**src/rtl/tea_pkg.sv**
```systemverilog
// Shared TEA definitions: key-schedule constants, FSM encoding and the round mixing function.
package tea_pkg;

  typedef logic [31:0] word_t;

  localparam int unsigned N_ROUNDS     = 32;
  localparam word_t       DELTA        = 32'h9E37_79B9;
  localparam word_t       DEC_SUM_INIT = 32'hC6EF_3720;

  localparam int unsigned CNT_W = $clog2(N_ROUNDS);
  typedef logic [CNT_W-1:0] cnt_t;
  localparam cnt_t LAST_CNT = cnt_t'(N_ROUNDS - 32'd1);

  typedef enum logic [1:0] {
    IDLE = 2'd0,
    RUN  = 2'd1,
    DONE = 2'd2
  } tea_state_t;

  // One TEA half-round mix term; all arithmetic wraps mod 2^32 and shifts are logical.
  function automatic word_t tea_mix(input word_t v, input word_t ka, input word_t kb,
                                    input word_t sum);
    return ((v << 5'd4) + ka) ^ (v + sum) ^ ((v >> 5'd5) + kb);
  endfunction

endpackage

```
**src/rtl/tea_dec_round.sv**
```systemverilog
// One combinational TEA decryption cycle; v1 is updated first and the new v1 feeds the v0 update.
module tea_dec_round
  import tea_pkg::*;
(
  input  word_t v0,
  input  word_t v1,
  input  word_t k0,
  input  word_t k1,
  input  word_t k2,
  input  word_t k3,
  input  word_t sum,
  output word_t v0_next,
  output word_t v1_next
);

  word_t v1_new_s;

  assign v1_new_s = v1 - tea_mix(v0, k2, k3, sum);
  assign v0_next  = v0 - tea_mix(v1_new_s, k0, k1, sum);
  assign v1_next  = v1_new_s;

endmodule

```
**src/rtl/tiny_decryption_algorithm.sv**
```systemverilog
// Iterative TEA block decryptor: captures ciphertext and key, runs one TEA cycle per clock,
// and holds the plaintext with ptxt_ready until the requester drops its valids.
module tiny_decryption_algorithm
  import tea_pkg::*;
(
  input  logic          clk,
  input  logic          rst,
  input  logic          key_valid,
  input  logic          ctxt_valid,
  input  logic [63:0]   ctxt_blk,
  input  logic [127:0]  key,
  output logic [63:0]   ptxt_blk,
  output logic          ptxt_ready
);

  tea_state_t    state_r, state_s;
  cnt_t          cnt_r, cnt_s;
  word_t         sum_r, sum_s;
  word_t         v0_r, v0_s;
  word_t         v1_r, v1_s;
  logic [127:0]  key_r, key_s;
  logic [63:0]   ptxt_blk_r, ptxt_blk_s;
  logic          ptxt_ready_r, ptxt_ready_s;
  word_t         rnd_v0_s, rnd_v1_s;
  logic          req_s;

  assign req_s = key_valid && ctxt_valid;

  tea_dec_round u_round (
    .v0      (v0_r),
    .v1      (v1_r),
    .k0      (key_r[127:96]),
    .k1      (key_r[95:64]),
    .k2      (key_r[63:32]),
    .k3      (key_r[31:0]),
    .sum     (sum_r),
    .v0_next (rnd_v0_s),
    .v1_next (rnd_v1_s)
  );

  // Next-state and datapath-load logic; every register holds unless its state updates it.
  always_comb begin
    state_s      = state_r;
    cnt_s        = cnt_r;
    sum_s        = sum_r;
    v0_s         = v0_r;
    v1_s         = v1_r;
    key_s        = key_r;
    ptxt_blk_s   = ptxt_blk_r;
    ptxt_ready_s = ptxt_ready_r;
    case (state_r)
      IDLE: begin
        if (req_s) begin
          v0_s         = ctxt_blk[63:32];
          v1_s         = ctxt_blk[31:0];
          key_s        = key;
          sum_s        = DEC_SUM_INIT;
          cnt_s        = '0;
          ptxt_ready_s = 1'b0;
          state_s      = RUN;
        end else begin
          state_s = IDLE;
        end
      end
      RUN: begin
        v0_s  = rnd_v0_s;
        v1_s  = rnd_v1_s;
        sum_s = sum_r - DELTA;
        cnt_s = cnt_r + cnt_t'(32'd1);
        if (cnt_r == LAST_CNT) begin
          ptxt_blk_s   = {rnd_v0_s, rnd_v1_s};
          ptxt_ready_s = 1'b1;
          state_s      = DONE;
        end else begin
          state_s = RUN;
        end
      end
      DONE: begin
        // Holding valids keeps the result; a fresh request needs valid low for an edge first.
        if (req_s) begin
          state_s = DONE;
        end else begin
          ptxt_ready_s = 1'b0;
          state_s      = IDLE;
        end
      end
      default: begin
        ptxt_ready_s = 1'b0;
        state_s      = IDLE;
      end
    endcase
  end

  // State and datapath registers with synchronous reset that discards any operation.
  always_ff @(posedge clk) begin
    if (rst) begin
      state_r      <= IDLE;
      cnt_r        <= '0;
      sum_r        <= 32'h0000_0000;
      v0_r         <= 32'h0000_0000;
      v1_r         <= 32'h0000_0000;
      key_r        <= 128'h0;
      ptxt_blk_r   <= 64'h0;
      ptxt_ready_r <= 1'b0;
    end else begin
      state_r      <= state_s;
      cnt_r        <= cnt_s;
      sum_r        <= sum_s;
      v0_r         <= v0_s;
      v1_r         <= v1_s;
      key_r        <= key_s;
      ptxt_blk_r   <= ptxt_blk_s;
      ptxt_ready_r <= ptxt_ready_s;
    end
  end

  assign ptxt_blk   = ptxt_blk_r;
  assign ptxt_ready = ptxt_ready_r;

endmodule

```
**config.mk**
```make
export PLATFORM = sky130hd
export DESIGN_NAME = tiny_decryption_algorithm
export DESIGN_NICKNAME = d
export VERILOG_FILES = /design/src/rtl/tea_pkg.sv /design/src/rtl/tea_dec_round.sv /design/src/rtl/tiny_decryption_algorithm.sv
export SDC_FILE = /design/constraint.sdc
export NUM_CORES = 1
export LEC_CHECK = 0
export ABC_AREA = 1
export CAP_MARGIN = 20
export CORE_AREA = 5 5 213 298
export DETAILED_ROUTE_END_ITERATION = 12
export DIE_AREA = 0 0 218 303
export GPL_TIMING_DRIVEN = 0
export SYNTH_ARGS = -nofsm -noshare
export SYNTH_HDL_FRONTEND = slang
export SYNTH_SLANG_ARGS = --single-unit
export TNS_END_PERCENT = 20
```
**constraint.sdc**
```tcl
create_clock -name clk -period 8.29 [get_ports clk]
set_input_delay 1.2435 -clock clk [delete_from_list [all_inputs] [get_ports clk]]
set_output_delay 1.2435 -clock clk [all_outputs]
set_load 0.01 [all_outputs]
```
# After elaboration in Yosys (flattened, before gate mapping)

Cells that the tools add are included.

Add/sub/neg operators: 10
Multipliers: 0
Divide/modulo/power cells: 0
Order comparisons: 0
Eq/ne operators: 6
Shifts and indexed selects: 0
Multiplexer cells: 16
Bitwise operators: 4
Reductions and logical operators: 7

Operators with widths:

| operator                 | count |
|---|---|
| $pmux W32 S2             | 3 |
| $add A32 B32 Y32         | 4 |
| $xor A32 B32 Y32         | 4 |
| $mux W32                 | 3 |
| $add A27 B32 Y32         | 2 |
| $sub A32 B32 Y32         | 2 |
| $sub A32 B32 Y32 const B | 1 |
| $pmux W5 S2              | 1 |
| $ne A2 B2 Y1 const B     | 3 |
| $pmux W2 S3              | 1 |
| $reduce_and A2 Y1        | 3 |
| $add A5 B1 Y5 const B    | 1 |
| $eq A5 B5 Y1 const B     | 1 |
| $mux W5                  | 1 |
| $mux W1                  | 4 |
| $mux W2                  | 2 |
| $pmux W1 S3              | 1 |
| $reduce_and A3 Y1        | 1 |
| $eq A2 B1 Y1 const B     | 1 |
| $eq A2 B2 Y1 const B     | 1 |
| $logic_not A2 Y1         | 1 |
| $reduce_bool A2 Y1       | 1 |
| $logic_and A1 B1 Y1      | 1 |

Register bits: 296
Latch bits: 0
Bits in writable memories: 0
Bits in read-only memories: 0
Input port bits: 196
Logic and storage cells: 51
Memories: 0

# Logic depth before layout (Yosys ltp)

Gate-level depths: netlist (run 1).

Depth after elaboration: 9
Depth in mapped cells: 50
Depth with buffers taken out: 50

# Cells and area by module

From an unflattened synthesis (run 1), not the netlist that was laid out.

Cells, all modules: 3799
Area total of the unflattened synthesis: 25370.6 sq um

Modules (own cells, without submodules):

| module                    | times used | cells each | area each (sq um) | sequential area each (sq um) |
|---|---|---|---|---|
| tea_dec_round             | 1          | 2230       | 13767.0           | 0.0 |
| tiny_decryption_algorithm | 1          | 1569       | 11603.6           | 5925.7 |

# Worst setup path before layout (run 1)

OpenSTA, ideal clock, no wires.

Kind: reg-to-reg
Start: register v0_r[5]
End: register ptxt_blk_r[63], in the netlist ptxt_blk[63]
Library setup time: 109 ps
Data arrival time: 6618 ps
Data required time: 8181 ps
Path slack: 1563 ps
Stages on the path, launching flop included: 45
Buffers on the path: 0
Clock period less this slack: 6727 ps
Cell sequence: dfxtp_1 -> ha_1 -> inv_1 -> fa_1 -> nor4_1 -> nor2_1 -> o21ai_2 -> nand2_1 -> nand2_1 -> nand2_1 -> nand2_1 -> a21oi_1 -> o21ai_2 -> a21oi_2 -> o21ai_2 -> xor2_1 -> xor2_1 -> ha_1 -> [9 not listed] -> a21oi_1 -> o22ai_1 -> a21oi_1 -> nand2_1 -> or2_2 -> nand2_1 -> xor2_1 -> xnor2_1 -> ha_1 -> nand2_1 -> o21a_1 -> o21a_1 -> a31oi_1 -> nand3_1 -> nand2_1 -> nand2_1 -> nand2_1 -> inv_1

Word-level cells in the longest chain between the ends: 8
Elaborated cells on any way between the ends: 12
Those cells by class: 8 x add/sub; 4 x bitwise

Ends and longest elaborated chain:

| what                   | RTL line                         | RTL |
|---|---|---|
| from (decl)            | tiny_decryption_algorithm.sv:19  | `word_t v0_r, v0_s;` |
| from (signal assigned) | tiny_decryption_algorithm.sv:109 | `v0_r <= v0_s;` |
| $add A32 B32 Y32       | tea_pkg.sv:23                    | `return ((v << 5'd4) + ka) ^ (v + sum) ^ ((v >> 5'd5) + kb);` |
| $xor A32 B32 Y32       | tea_pkg.sv:23                    |  |
| $xor A32 B32 Y32 *     | tea_pkg.sv:23                    |  |
| $sub A32 B32 Y32 *     | tea_dec_round.sv:18              | `assign v1_new_s = v1 - tea_mix(v0, k2, k3, sum);` |
| named net rnd_v1_s[29] | tiny_decryption_algorithm.sv:24  | `word_t rnd_v0_s, rnd_v1_s;` |
| $add A32 B32 Y32       | tea_pkg.sv:23                    |  |
| $xor A32 B32 Y32       | tea_pkg.sv:23                    |  |
| $xor A32 B32 Y32 *     | tea_pkg.sv:23                    |  |
| $sub A32 B32 Y32 *     | tea_dec_round.sv:19              | `assign v0_next = v0 - tea_mix(v1_new_s, k0, k1, sum);` |
| to (signal assigned)   | tiny_decryption_algorithm.sv:112 | `ptxt_blk_r <= ptxt_blk_s;` |
| to (decl)              | tiny_decryption_algorithm.sv:22  | `logic [63:0] ptxt_blk_r, ptxt_blk_s;` |

Mark *: on every way through the listed nets, which the timed path passes. The rest lies on a longest branch.
A chain may end at the register's enable or synchronous reset.

# Worst setup path in the final report (run 1)

Start: register sum_r[0]
End: register v0_r[27]

Word-level cells in the longest chain between the ends: 9
Elaborated cells on any way between the ends: 11
Those cells by class: 6 x add/sub; 1 x mux; 4 x bitwise

Ends and longest elaborated chain:

| what                            | RTL line                         | RTL |
|---|---|---|
| from (decl)                     | tiny_decryption_algorithm.sv:18  | `word_t sum_r, sum_s;` |
| from (signal assigned)          | tiny_decryption_algorithm.sv:108 | `sum_r <= sum_s;` |
| $add A32 B32 Y32 *              | tea_pkg.sv:23                    |  |
| $xor A32 B32 Y32 * (2 in a row) | tea_pkg.sv:23                    |  |
| $sub A32 B32 Y32 *              | tea_dec_round.sv:18              |  |
| named net rnd_v1_s[5]           | tiny_decryption_algorithm.sv:24  |  |
| $add A32 B32 Y32                | tea_pkg.sv:23                    |  |
| $xor A32 B32 Y32                | tea_pkg.sv:23                    |  |
| $xor A32 B32 Y32 *              | tea_pkg.sv:23                    |  |
| $sub A32 B32 Y32 *              | tea_dec_round.sv:19              |  |
| $pmux W32 S2 *                  | tiny_decryption_algorithm.sv:51  | `case (state_r)` |

Marks and branches as above.

==> metrics.md, run 1 <==
| Metric | Value |
|---|---|
| Number of flip-flops and latches in the synthesized netlist | 296 |
| Die outline area | around 66000 sq um |
| Number of buffers and inverters on the critical path | 2 |
| Highest Clock Rate | roughly 130 MHz |
| Worst path top cell family by delay | XOR/XNOR gates |
| Worst slack at placement | -0.684 ns |
| Count of buffers inserted at the top-level ports | 259 |
| Leftover overflow at the end of global routing | 0 |
| Startpoint-to-endpoint class of the critical path | reg2reg |
| Routability congestion estimate | 0.984 |
| Tmin final | roughly 8 ns |
| # clock sinks | around 300 |
| CP Max Fanout | 5 |
| Antenna fix cells | 0 |
| Tcrit/Tclk final | between 90 and 100% |
| Most area-hungry cell type in the Yosys netlist | dfxtp_1 |
| CP required | 8.78 ns |
| Flip-flop cell with the highest count after synthesis | dfxtp_1 |
| Count of final max-slew check failures | 0 |
| Number of max-capacitance violations reported | 0 |
| Worst-Margin Slew | about 1.2 ns |
| Worst path most repeated cell | xor2_1 |
| Worst-case clock buffer depth | 3 |
| Clock tree from TritonCTS | yes |
| Final ANT Viol Nets | 0 |
| Worst slew margin | 21.1% |
| First-pass iteration count of the detailed router | 5 |
| Dpl hpwl | ~78000 microns |
| Leading post-synthesis cells by cell area | dfxtp_1, ha_1, nand2_1 |
| Post-DR vias/cell | 5.29 |
| Mean instance size in the synthesized netlist | 7.06 sq um |
| GRT Overall Usage | between 20% and 30% |
| Initial detailed-routing violation count | 1564 |
| Most numerous cell types in the synthesized netlist | nand2_1, nor2_1, inv_1 |
| Worst Hold Launch | ptxt_blk[34] |
| Area of the placeable core | around 60000 sq um |
| Per-cell routed wire length | 20.8 microns |
| Most repeated cell in the gate-level netlist after synthesis | nand2_1 |
| Global-route wire length before repair | between 100000 and 150000 microns |
| Skew-Pair Late Insertion Delay | ~0.56 ns |
| Setup crit start kind | flop |
| Type of the tightest min-delay check | reg2reg |
| Number of placement rows | roughly 110 |
| CP Launch Point | sum_r[0] |
| Cell area after technology mapping | approximately 24000 sq um |
| Proportion of layout cells with a drive suffix above 1 | under 10% |
| Post-detailed-route DRC marker count | 0 |
| Fraction of synthesis flops using an asynchronous set or reset pin | 0% |
| Number of antenna violations at the first check in global routing | 2 |
| # IOs | about 260 |
| Final net count | approximately 4.2k |
| CTS root buf | clkbuf_16 |
| Worst endpoint data arrival time | roughly 8.5 ns |
| Final hold viol count | 0 |
| Reg-to-reg startpoint | sum_r[0] |
| Relative area change from synthesis to final layout | 24.2% |
| Fin worst setup slack | ~0.29 ns |
| Number of H-tree levels | 2 |
| Number of distinct library cells after synthesis | 63 |
| Pin count of the biggest net entering global routing | 14 |
| Die extent in y | just over 300 microns |
| Sequential element share of the synthesized area | between 20 and 25% |
| Via Count | 24.1k |
| Post-Route Skew | 0.0155 ns |
| Post-synth EDFFs | 0 |
| Aggregate routed wire length | 95200 microns |
| Slowest cell delay on critical path | 0.57 ns |
| Number of nets produced by synthesis | between 3k and 4k |
| Final-report setup violation count | 0 |
| Initial core utilization | between 30% and 40% |
| Clock-pin transition on the worst setup and hold timing paths | 0.06 ns |
| Total negative setup slack | 0 ns |
| Filler instances | 6242 |
| Die width | 218 microns |
| Hold-fix buffers at CTS | 0 |
| Vias in the first global route | roughly 24k |
| Outcome | completed |
| Worst Setup End Kind | flop |
| Total CTS buffers | 37 |
| Number of warnings issued by yosys | 0 |
| Slowest cell on the critical path | xor2_1 |
| Synthesized netlist cell count | roughly 3.4k |
| Area share of the largest cell type after synthesis | roughly a quarter |
[metal layers]
layer	routed length, microns	part of all wire, %	up-vias	GRT usage (%)
li1	-	-	12000	-
met1	38600	41	11300	32.9
met2	47000	49	668	49.9
met3	4560	4.8	193	3.10
met4	5050	5.3	2	12.8
met5	13	0.014	-	0
[worst register-to-register path, delay by kind of cell, from the launching register on]
family | cells | cell delay, ns
xor+xnor | 7 | 2.30
compound gates | 12 | 2.29
buf+inv | 2 | 0.12
fa+ha+maj | 6 | 2.03
simple gates | 7 | 0.74
flops | 1 | 0.42
[flip-flops by register name (all words and copies together) (netlist names)]
| register | cells |
|---|---|
| sum_r | 32 |
| ptxt_blk | 64 |
| key_r | 128 |
| ptxt_ready | 1 |
| v1_r | 32 |
| v0_r | 32 |
| cnt_r | 5 |
| state_r | 2 |
[through the flow]
| step | hold slack (ns) | util [%] | cell area, sq um | instances |
|---|---|---|---|---|
| final | 0.461 | 49.2 | 29700 | 4565 |
| after global routing | 0.485 | 49.2 | 29700 | 4565 |
| after CTS | 0.460 | 47.9 | 29000 | 4546 |
| after detailed placement | 0.451 | 45.7 | 27600 | 4474 |
| after global placement | 0.450 | 45.5 | 27600 | 4470 |
| after floorplan | 0.436 | - | 23900 | 3394 |
[final cells by class]
cell class | instances | area (sq um) | share of cell area, %
Multi-Input combinational cell | 2674 | 17100 | 57.5
Sequential cell | 296 | 5940 | 20.0
Timing Repair Buffer | 292 | 2890 | 9.72
Inverter | 321 | 1200 | 4.05
Tap cell | 817 | 1020 | 3.44
Clock buffer | 48 | 1020 | 3.42
Buffer | 103 | 395 | 1.33
Clock inverter | 14 | 168 | 0.564
[path summary, 6_finish.rpt]
check / to / slack (ns) / cells after the start
max: v0_r[27] / 0.29 / 34
min: ptxt_blk[34] / 0.46 / 2
max reg2reg: v0_r[27] / 0.29 / 34
min reg2reg: ptxt_blk[34] / 0.46 / 2
[kinds of logic after synthesis]
logic type	after synthesis	synth area share, %
buffers and inverters	424	6.68
AOI/OAI and AO/OA	868	22.0
DFF	296	24.7
xor gates and xnor gates	339	12.5
and+or+nand+nor	1216	20.7
adders and majority gates	251	13.4
[placed cells by master (no fill, tap or decap), types with 6 or more instances in the layout]
cell and count:
a21boi_2 10, xor2_1 206, a21oi_2 26, a21o_1 16, o211ai_1 9, xnor2_2 7
nor3_1 20, clkbuf_1 92, ha_1 228, a21oi_1 242, nor2_2 9, xnor2_1 95
buf_4 28, o21a_1 18, nor2_1 395, buf_1 15, dfxtp_2 7, o21ai_0 243
clkbuf_16 37, nand2_2 31, inv_2 8, nand3_2 7, o21ai_1 29, a311oi_1 10
xor2_2 22, clkdlybuf4s50_1 259, a22oi_1 10, o21ai_2 26, nand4_1 14, fa_1 7
inv_1 312, a211oi_1 16, nand3_1 83, ha_2 10, dfxtp_1 288, nand2_1 626
nor4_1 6, a31oi_1 90, o21bai_1 63
[what timing repair did]
item                                   4_1_cts  5_1_grt
setup endpoints to repair                   22       26
setup buffers                               10       19
cloned                                       0        0
gates resized for setup                     20      112
pin swaps                                    7       28
endpoints found under the hold margin        0        0
Power of run 1 is left out: the tool's default activity adds up to more than one toggle a clock period on the data nets, which glitch-free logic cannot reach.
==> run 2: changes to the inputs <==
--- a/config.mk
+++ b/config.mk
@@ -10,7 +10,6 @@
 export CORE_AREA = 5 5 213 298
 export DETAILED_ROUTE_END_ITERATION = 12
 export DIE_AREA = 0 0 218 303
-export GPL_TIMING_DRIVEN = 0
 export SYNTH_ARGS = -nofsm -noshare
 export SYNTH_HDL_FRONTEND = slang
 export SYNTH_SLANG_ARGS = --single-unit
==> constraint.sdc (replaced) <==
create_clock -name clk -period 8.51 [get_ports clk]
set_input_delay 1.2765 -clock clk [delete_from_list [all_inputs] [get_ports clk]]
set_output_delay 1.2765 -clock clk [all_outputs]
set_load 0.01 [all_outputs]
==> run 2 against run 1 <==
  * Die area unchanged
  * Worst setup slack better by 0.047 ns
  * Worst hold slack gained 0.0024 ns
  * Fmax fell by 2.1%
  * Count of clock-buffer cells in the layout is 1 lower
  * Core utilization fell by 1.6 points
  * Via count decreased by 2.5%
  * Sequential share of layout area increased by 0.64 points
  * Critical path depth grew 10
  * Routed wire length is 11% lower
  * Non-clock buffer count decreased by 89
==> metrics.md, run 2 (synthesis results as in run 1) <==
| Metric | Value |
|---|---|
| Outcome | completed |
| Type of the tightest min-delay check | reg2reg |
| Vias in the first global route | 23.4k |
| Post-Route Skew | 0.0208 ns |
| Hold-fix buffers at CTS | 0 |
| Die width | between 200 and 250 microns |
| Clock tree from TritonCTS | yes |
| Worst endpoint data arrival time | 8.62 ns |
| GRT Overall Usage | roughly 25% |
| RSZ-0062 raised after global routing | no |
| Number of max-capacitance violations reported | 0 |
| Die extent in y | just over 300 microns |
| # IOs | 261 |
| Leftover overflow at the end of global routing | 0 |
| Tcrit/Tclk final | between 90% and 100% |
| Cell area after placement | ~28000 sq um |
| First-pass iteration count of the detailed router | 6 |
| Worst Setup End Kind | flop |
| Worst-Margin Slew | ~1.1 ns |
| Hold Slack | roughly 0.46 ns |
| Final-report setup violation count | 0 |
| Setup crit start kind | flop |
| Post-DR vias/cell | ~5.3 |
| Area of the placeable core | roughly 60000 sq um |
| Count of buffers inserted at the top-level ports | 260 |
| Slowest cell on the critical path | dfxtp_1 |
| Per-cell routed wire length | about 19 microns |
| Number of buffers and inverters on the critical path | 4 |
| Worst path most repeated cell | nand2_1 |
| Number of flip-flops in the largest register | roughly 130 |
| Skew-Pair Late Insertion Delay | between 0.5 and 0.6 ns |
| Pin count of the biggest net entering global routing | 150 |
| Antenna fix cells | 0 |
| CP Max Fanout | 5 |
| Highest Clock Rate | ~120 MHz |
| CP required | ~9.0 ns |
| Number of placement rows | between 100 and 150 |
| Initial detailed-routing violation count | approximately 1.4k |
| Final net count | 4081 |
| Leading cell types in the layout, fill and taps excluded | nand2_1, nor2_1, inv_1 |
| Count of final max-slew check failures | 0 |
| Clock-pin transition on the worst setup and hold timing paths | around 0.060 ns |
| Routability congestion estimate | roughly 0.96 |
| Total CTS buffers | 35 |
| Global-route wire length before repair | 130000 microns |
| Filler instances | around 6.3k |
| Proportion of layout cells with a drive suffix above 1 | under 10% |
| Startpoint-to-endpoint class of the critical path | reg2reg |
| Post-detailed-route DRC marker count | 0 |
| # clock sinks | between 200 and 300 |
| Worst path top cell family by delay | simple AND/OR/NAND/NOR gates |
| Worst-case clock buffer depth | 3 |
| Worst slew margin | between 20% and 30% |
| Final core utilization | a little under half |
| Total negative setup slack | 0 ns |
| Most common cell after layout, fill and taps aside | nand2_1 |
| Area of all placed cells without fillers | approximately 29000 sq um |
| Final hold viol count | 0 |
| Initial core utilization | between 30% and 40% |
| Slowest cell delay on critical path | roughly 0.55 ns |
| Aggregate routed wire length | approximately 84000 microns |
| Number of antenna violations at the first check in global routing | 0 |
| Relative area change from synthesis to final layout | 20.1% |
| Tmin final | slightly above 8 ns |
| Largest register by flop count | key_r |
| Via Count | ~24k |
| CTS root buf | clkbuf_16 |
| Number of H-tree levels | 2 |
| Die outline area | 66100 sq um |
| Dpl hpwl | 66100 microns |
| Final ANT Viol Nets | 0 |
-- run 2: per-stage QoR --
stage,worst slack [ns],std cells
final,0.341,4476
after global routing,0.0345,4476
after CTS,0.296,4471
after detailed placement,0.320,4409
after global placement,0.334,4409
after floorplan,1.78,3394
-- run 2: path summary, 6_finish.rpt --
path / from / endpoint / slack (ns) / depth (start not counted)
worst max-delay path: v0_r[19] / ptxt_blk[63] / 0.34 / 44
worst min-delay path: ptxt_blk[32] / ptxt_blk[32] / 0.46 / 2
worst max register to register: v0_r[19] / ptxt_blk[63] / 0.34 / 44
worst min register to register: ptxt_blk[32] / ptxt_blk[32] / 0.46 / 2
-- run 2: area by class of cell --
type                       instances  area, sq um  share of cell area (%)
timing repair buffer             306         2960                    10.3
sequential                       296         5930                    20.6
multi-input combinational       2674        16500                    57.5
inverter                         321         1210                    4.21
clock buffer                      47          972                    3.38
clock inverter                    15          133                   0.461
tap                              817         1020                    3.55
-- run 2: what timing repair did --
action | 4_1_cts | 5_1_grt
resized for setup | 0 | 22
endpoints found under the setup margin | 0 | 20
setup buffers | 0 | 5
endpoints found under the hold margin | 0 | 0
-- run 2: per-layer routing --
metal | vias to the layer above | track usage (%) | part of all wire, % | wire length, microns
met5 | - | 0 | 0 | 0
met4 | 0 | 6.75 | 2.8 | 2360
met3 | 114 | 3.05 | 4.9 | 4140
met2 | 561 | 43.8 | 49 | 41100
met1 | 11000 | 32.0 | 44 | 36900
li1 | 11900 | - | - | -
-- run 2: worst register-to-register path: cells and delay by family (launching register included) --
family,cells,cell delay [ns]
xor gates and xnor gates,4,0.89
and+or+nand+nor,22,3.06
DFF,1,0.55
AOI/OAI and AO/OA,10,1.84
adders and majority gates,4,1.50
buffers and inverters,4,0.22
Power of run 2 is left out for the same reason.
==> run 3: changes to the inputs <==
--- a/config.mk
+++ b/config.mk
@@ -6,7 +6,6 @@
 export NUM_CORES = 1
 export LEC_CHECK = 0
 export ABC_AREA = 1
-export CAP_MARGIN = 20
 export CORE_AREA = 5 5 213 298
 export DETAILED_ROUTE_END_ITERATION = 12
 export DIE_AREA = 0 0 218 303
==> results of run 3 <==
Same layout as run 2: the final DEF is identical, and so are final timing and power.
Power of run 3 is left out for the same reason.
